### config.mk
export PLATFORM = sky130hd
export DESIGN_NAME = seq_detect_param_flat
export DESIGN_NICKNAME = d
export VERILOG_FILES = /design/src/rtl/seq_detect_param_if.sv /design/src/rtl/seq_detect_param.sv /design/src/flat_wrapper.sv
export SDC_FILE = /design/constraint.sdc
export NUM_CORES = 1
export LEC_CHECK = 0
export CAP_MARGIN = 20
export CORE_MARGIN = 2
export CORE_UTILIZATION = 35
export DETAILED_ROUTE_END_ITERATION = 16
export PLACE_DENSITY_LB_ADDON = 0.1
export SYNTH_ARGS = -nofsm -noshare
export SYNTH_HDL_FRONTEND = slang
export SYNTH_SLANG_ARGS = --single-unit
### constraint.sdc
create_clock -name clk -period 2.4 [get_ports clk]
set_input_delay 0.36 -clock clk [delete_from_list [all_inputs] [get_ports clk]]
set_output_delay 0.36 -clock clk [all_outputs]
set_load 0.01 [all_outputs]
### src/rtl/seq_detect_param_if.sv
// Serial detector bus: sample qualifier, data bit, clear, pattern/mask load,
// and the registered match pulse and counter returned by the detector.
interface seq_detect_param_if #(
  parameter int LEN   = 3,
  parameter int CNT_W = 8
);
  logic             en;
  logic             in;
  logic             clr;
  logic             cfg_we;
  logic [LEN-1:0]   cfg_pattern;
  logic [LEN-1:0]   cfg_mask;
  logic             out;
  logic [CNT_W-1:0] match_cnt;

  modport master (
    output en, in, clr, cfg_we, cfg_pattern, cfg_mask,
    input  out, match_cnt
  );

  modport slave (
    input  en, in, clr, cfg_we, cfg_pattern, cfg_mask,
    output out, match_cnt
  );
endinterface

### src/rtl/seq_detect_param.sv
// Parametrised serial pattern detector: masked compare of the last LEN
// qualified bits against a programmable pattern, with a saturating match count.
module seq_detect_param #(
  parameter int             LEN     = 3,
  parameter logic [LEN-1:0] PATTERN = 3'b110,
  parameter logic [LEN-1:0] MASK    = 3'b110,
  parameter bit             OVERLAP = 1'b0,
  parameter int             CNT_W   = 8
) (
  input logic               clk,
  input logic               reset,
  seq_detect_param_if.slave bus
);

  localparam int FILL_W = $clog2(LEN + 1);
  localparam logic [FILL_W-1:0] FULL = FILL_W'(LEN);

  function automatic logic [CNT_W-1:0] sat_inc(input logic [CNT_W-1:0] c);
    return (c == '1) ? c : c + 1'b1;
  endfunction

  logic [LEN-1:0]    hist_p0;
  logic [FILL_W-1:0] fill_p0;
  logic [LEN-1:0]    pat_r;
  logic [LEN-1:0]    msk_r;
  logic              out_p1;
  logic [CNT_W-1:0]  cnt_p1;

  logic [LEN-1:0]    nh;
  logic [FILL_W-1:0] nf;
  logic              hit;

  // Stage p0 -> p1: candidate history and masked compare
  always_comb begin
    nh  = {hist_p0[LEN-2:0], bus.in};
    nf  = (fill_p0 == FULL) ? fill_p0 : fill_p0 + 1'b1;
    hit = (nf == FULL) && (((nh ^ pat_r) & msk_r) == '0);
  end

  always_ff @(posedge clk or negedge reset) begin
    if (!reset) begin
      hist_p0 <= '0;
      fill_p0 <= '0;
      pat_r   <= PATTERN;
      msk_r   <= MASK;
      out_p1  <= 1'b0;
      cnt_p1  <= '0;
    end else if (bus.clr) begin
      hist_p0 <= '0;
      fill_p0 <= '0;
      out_p1  <= 1'b0;
      cnt_p1  <= '0;
    end else if (bus.cfg_we) begin
      // History bits are kept but must be refilled before the new pattern can match
      pat_r   <= bus.cfg_pattern;
      msk_r   <= bus.cfg_mask;
      fill_p0 <= '0;
      out_p1  <= 1'b0;
    end else if (bus.en) begin
      hist_p0 <= nh;
      out_p1  <= hit;
      if (hit) begin
        cnt_p1  <= sat_inc(cnt_p1);
        fill_p0 <= OVERLAP ? nf : '0;
      end else begin
        fill_p0 <= nf;
      end
    end else begin
      out_p1 <= 1'b0;
    end
  end

  assign bus.out       = out_p1;
  assign bus.match_cnt = cnt_p1;

endmodule

### src/flat_wrapper.sv
// flat-port wrapper written by rule: the top's interface ports become plain ports
module seq_detect_param_flat 
#(
  parameter int             LEN     = 3,
  parameter logic [LEN-1:0] PATTERN = 3'b110,
  parameter logic [LEN-1:0] MASK    = 3'b110,
  parameter bit             OVERLAP = 1'b0,
  parameter int             CNT_W   = 8
)
  (clk, reset, bus_en, bus_in, bus_clr, bus_cfg_we, bus_cfg_pattern, bus_cfg_mask, bus_out, bus_match_cnt);
  seq_detect_param_if #(.LEN(LEN), .CNT_W(CNT_W)) bus_i ();
  input logic clk;
  input logic reset;
  input wire logic [$bits(bus_i.en)-1:0] bus_en;
  input wire logic [$bits(bus_i.in)-1:0] bus_in;
  input wire logic [$bits(bus_i.clr)-1:0] bus_clr;
  input wire logic [$bits(bus_i.cfg_we)-1:0] bus_cfg_we;
  input wire logic [$bits(bus_i.cfg_pattern)-1:0] bus_cfg_pattern;
  input wire logic [$bits(bus_i.cfg_mask)-1:0] bus_cfg_mask;
  output wire logic [$bits(bus_i.out)-1:0] bus_out;
  output wire logic [$bits(bus_i.match_cnt)-1:0] bus_match_cnt;
  assign bus_i.en = bus_en;
  assign bus_i.in = bus_in;
  assign bus_i.clr = bus_clr;
  assign bus_i.cfg_we = bus_cfg_we;
  assign bus_i.cfg_pattern = bus_cfg_pattern;
  assign bus_i.cfg_mask = bus_cfg_mask;
  assign bus_out = bus_i.out;
  assign bus_match_cnt = bus_i.match_cnt;
  seq_detect_param #(.LEN(LEN), .PATTERN(PATTERN), .MASK(MASK), .OVERLAP(OVERLAP), .CNT_W(CNT_W)) u_core (.clk(clk), .reset(reset), .bus(bus_i));
endmodule
After elaboration in Yosys (flattened, before gate mapping)
Cells that the tools add are included.
{"block": "totals", "regBits": 19, "latch_bits": 0, "ramBits": 0, "mem_bits_ro": 0, "n_memories": 0}
{"block": "classes", "add_sub_neg": 2, "n_mul": 0, "n_div": 0, "magnitude_cmp": 0, "eq_ne": 5, "shifts": 0, "mux": 16, "bitwise_logic": 3, "n_reduce_logical": 8}
{"op": "8-bit two-way mux", "count": 5}
{"op": "2-bit two-way mux", "count": 8}
{"op": "8-bit by 1-bit adder with 8-bit output (second input constant)", "count": 1}
{"op": "8-bit == test (second input constant)", "count": 1}
{"op": "2-bit == test (second input constant)", "count": 2}
{"op": "2-bit inequality test (second input constant)", "count": 2}
{"op": "2-bit AND reduction", "count": 2}
{"op": "4-bit AND reduction", "count": 1}
{"op": "2-bit nonzero test", "count": 2}
{"op": "3-bit AND", "count": 1}
{"op": "3-bit zero test", "count": 1}
{"op": "1-bit two-way mux", "count": 3}
{"op": "3-bit nonzero test", "count": 1}
{"op": "3-bit XOR", "count": 1}
{"op": "2-bit by 1-bit adder with 2-bit output (second input constant)", "count": 1}
{"op": "1-bit logical AND", "count": 1}
{"op": "1-bit inverter", "count": 1}

Depth between registers and ports, before layout
{"block": "depth", "word_depth": 8, "mapped_depth": 7, "ltp_nobuf": 6}

Worst setup path before layout
No wires, ideal clock.
{"block": "synth_path", "path_kind": "register to register", "from": "reg u_core.cnt_p1[0], in the netlist u_core.bus.match_cnt[0]", "to": "reg u_core.cnt_p1[5], in the netlist u_core.bus.match_cnt[5]", "setup_ps": 78, "arrival_ps": 1710, "slack_ps": 612, "path_stages_with_launch": 7, "path_buffers": 0, "cell_sequence": "dfrtp_1 > ha_1 > nand3_1 > nor3_1 > nand4bb_2 > or4_1 > a21oi_1"}
{"block": "synth_via", "elab_chain_cells": 6, "elab_cells_between_ends": 9, "classes_between": "1 x add/sub; 2 x eq/ne; 5 x mux; 1 x reduce/logical"}
{"element": "start: declaration", "line_no": "seq_detect_param.sv:27", "source": "logic [CNT_W-1:0] cnt_p1;"}
{"element": "start signal: assignment", "line_no": "seq_detect_param.sv:63", "source": "cnt_p1 <= sat_inc(cnt_p1);"}
{"element": "8-bit by 1-bit adder with 8-bit output", "line_no": "seq_detect_param.sv:19", "source": "return (c == '1) ? c : c + 1'b1;"}
{"element": "8-bit two-way mux", "line_no": "seq_detect_param.sv:19"}
{"element": "8-bit two-way mux", "line_no": "seq_detect_param.sv:62", "source": "if (hit) begin"}
{"element": "8-bit two-way mux", "line_no": "seq_detect_param.sv:59", "source": "end else if (bus.en) begin"}
{"element": "8-bit two-way mux", "line_no": "seq_detect_param.sv:53", "source": "end else if (bus.cfg_we) begin"}
{"element": "8-bit two-way mux", "line_no": "seq_detect_param.sv:48", "source": "end else if (bus.clr) begin"}
Parallel ways exist; a longest one is shown, timed or not. The select of a mux whose other input is x is not followed.
A chain may end at the register's enable or synchronous reset.

Worst setup path in the final report
{"block": "layout_path", "from": "reg u_core.cnt_p1[0], in the netlist u_core.bus.match_cnt[0]", "to": "reg u_core.cnt_p1[3], in the netlist u_core.bus.match_cnt[3]"}
Same word-level chain as after synthesis.

==> run metrics <==
GRT Total Usage=12.8%; asr flop ratio synth=100%; diode count=0; Post-Syn Nets=94; combinational share of power=12.5%; Iteration-0 DRC Markers=9; pin count of the biggest net entering global routing=20; most frequent cell after synthesis=dfrtp_1; fmax=516 MHz; Final ANT Viol Nets=0; register area share after synthesis=53.3%; sequential share of power=60.0%; clk slew on worst S/H paths=0.12 ns; Most used DFF post-synth=dfrtp_1; CP Class=reg -> reg; initial antenna violation count=0; r2r endpoint=u_core.bus.match_cnt[3]$_DFFE_PN0P_; clk_lat worst skew=0.29 ns; Cell Pwr Density=501 nW/µm²; Netlist cell types=26; flop-to-flop setup slack=0.46 ns; clock network fraction of total power=27.4%; Leak=0.481 nW; Setup Viol. Count Final=0; Placer Congestion=0.729; final net count=120; # IOs=21; Tightest Pin Transition=0.253 ns; post-route DRC violation count=0; CTS hold repair buffers=0; IO Port Bufs=20; area grow syn2layout=31.4%; Die Span Y=54.7 µm; Setup Skew=0.00615 ns; # Post-CTS Setup Buffers=0; DRT Wirelength=1720 µm; Vias per Instance=5.15; TritonCTS clock tree=yes; r2r worst-path depth=7; CP Launch Type=flop; DR WL/cell=12.6 µm; internal power=450 µW; first-pass GRT wire length=2710 µm; status=finished, final reports clean; Seq cells post-synth=19; Initial Utilization=36.7%; Max Cap Viol=0; Synth Instances=81; Max rail drop VDD=0.328 mV; Slew headroom=83.1%; Sink Count=19; worst setup margin=0.462 ns; CP endpoint kind=flop; synth top area cells=dfrtp_1 (42%), dfstp_2 (12%), mux2_2 (7.5%); vias post-DR=701; Clock Tree Buf Depth=2; CTS buffer count=3; RSZ-0062 raised after global routing=false; CP Data Arrival Time=2.16 ns; Core Rows=18; commonest cells in the netlist=dfrtp_1 (15), a21oi_1 (8), mux2_2 (6); DIE AREA=3000 µm²; Pre-antenna DRT Iters=4; GRT overflow=0; cell taking the most area after synthesis=dfrtp_1; Post-Layout Inst Area=1180 µm²; total power draw=592 µW; worst r2r src=u_core.bus.match_cnt[0]$_DFFE_PN0P_; top-area cell type share of the netlist area=41.7%; Final Hold Vio Count=0; setup TNS=0 ns; Gates resized, CTS repair=0; CTS H-tree depth=1; data required time of the critical path=2.63 ns; synthesized area=901 µm²; Sw Pwr=142 µW; synthesized area per cell=11.1 µm²; number of global-route vias before repair=644; Chip Width=54.7 µm; count of pins over their slew limit=0; pre-CTS setup slack=0.235 ns; placed instance area=1160 µm²; crit path max fanout=10; detailed-placement wirelength estimate=1270 µm; min cycle time layout=1.94 ns; share of cells above drive strength 1=19.8%; CTS root buffer=clkbuf_4; worst hold path class=in -> async; crit share post-route=80.7%; core area=2450 µm²; synth warn=0; EDFF count, synth=0; Sw Ratio=24.0%
[power by group through the flow]
stage                     logic [mW]  registers, mW  clock network, mW
after CTS                     0.0758          0.356              0.172
after detailed placement      0.0753          0.362                  0
final                         0.0743          0.356              0.162
after global routing          0.0830          0.359              0.183
after global placement        0.0739          0.362                  0
after floorplan               0.0403          0.359                  0
[cells by family (layout without fill, tap and decap cells)]
group / Yosys count / in the layout / synth area share (%)
XOR/XNOR: 4 / 4 / 3.89
buffers and inverters: 4 / 29 / 1.80
multiplexers: 9 / 9 / 10.8
flip-flops: 19 / 19 / 53.3
AO/OA/AOI/OAI: 16 / 16 / 10.8
adder cells (fa/ha/maj): 1 / 1 / 1.39
AND/OR/NAND/NOR: 28 / 28 / 17.9
[registers in the layout, indices dropped and copies added, names as in the netlist]
signal and cells:
u_core.bus.match_cnt 8, u_core.msk_r 3, u_core.pat_r 3, u_core.fill_p0 2
u_core.hist_p0 2, u_core.bus.out 1
[placed cells by master, fill, tap and decap left out, types with 4 or more instances in the layout]
cell type	count
a21oi_1	8
buf_4	4
clkdlybuf4s50_1	20
dfrtp_1	15
dfstp_2	4
mux2_2	6
nand2_1	4
nand3_1	4
nor2_1	5
xor2_1	4
[routing by layer]
metal	up-vias	track usage, %	part of all wire (%)
li1	344	-	-
met1	338	16.2	48
met2	17	21.2	46
met3	2	1.64	5.5
met4	0	6.25	0.87
met5	-	0	0
[final cells by class]
| class | count | area (µm²) |
|---|---|---|
| clock buffer | 3 | 22.5 |
| clock inverter | 1 | 5.00 |
| fill | 226 | 1270 |
| inverter | 1 | 3.75 |
| multi-input combinational | 58 | 404 |
| sequential | 19 | 480 |
| tap | 30 | 37.5 |
| timing repair buffer | 24 | 230 |
[critical path: stages (launching register included)]
cell,delay (ns)
dfrtp_1,0.43
ha_1,0.23
nand3_1,0.17
nor3_1,0.08
nand4bb_2,0.27
buf_4,0.21
or3_1,0.34
a21oi_1,0.14
[worst max path at each step]
| stage | from | endpoint | cells after the start |
|---|---|---|---|
| 6_report | u_core.bus.match_cnt[0]$_DFFE_PN0P_ | u_core.bus.match_cnt[3]$_DFFE_PN0P_ | 7 |
| 5_1_grt | u_core.bus.match_cnt[0]$_DFFE_PN0P_ | u_core.bus.match_cnt[3]$_DFFE_PN0P_ | 7 |
| 4_1_cts | u_core.bus.match_cnt[0]$_DFFE_PN0P_ | u_core.bus.match_cnt[3]$_DFFE_PN0P_ | 7 |
| 3_5_place_dp | bus_in | u_core.bus.match_cnt[3]$_DFFE_PN0P_ | 7 |
| 3_3_place_gp | bus_in | u_core.bus.match_cnt[3]$_DFFE_PN0P_ | 7 |
| 2_1_floorplan | u_core.bus.match_cnt[0]$_DFFE_PN0P_ | u_core.bus.match_cnt[5]$_DFFE_PN0P_ | 6 |
[stage by stage]
stage,hold WS (ns),cells,utilization [%]
finish,0.379,136,48.2
global route,0.421,136,48.2
CTS,0.378,136,48.2
detailed placement,0.506,132,47.1
global placement,0.504,132,47.1
floorplan,0.0644,81,-
Power figures use the tool's default switching activity.
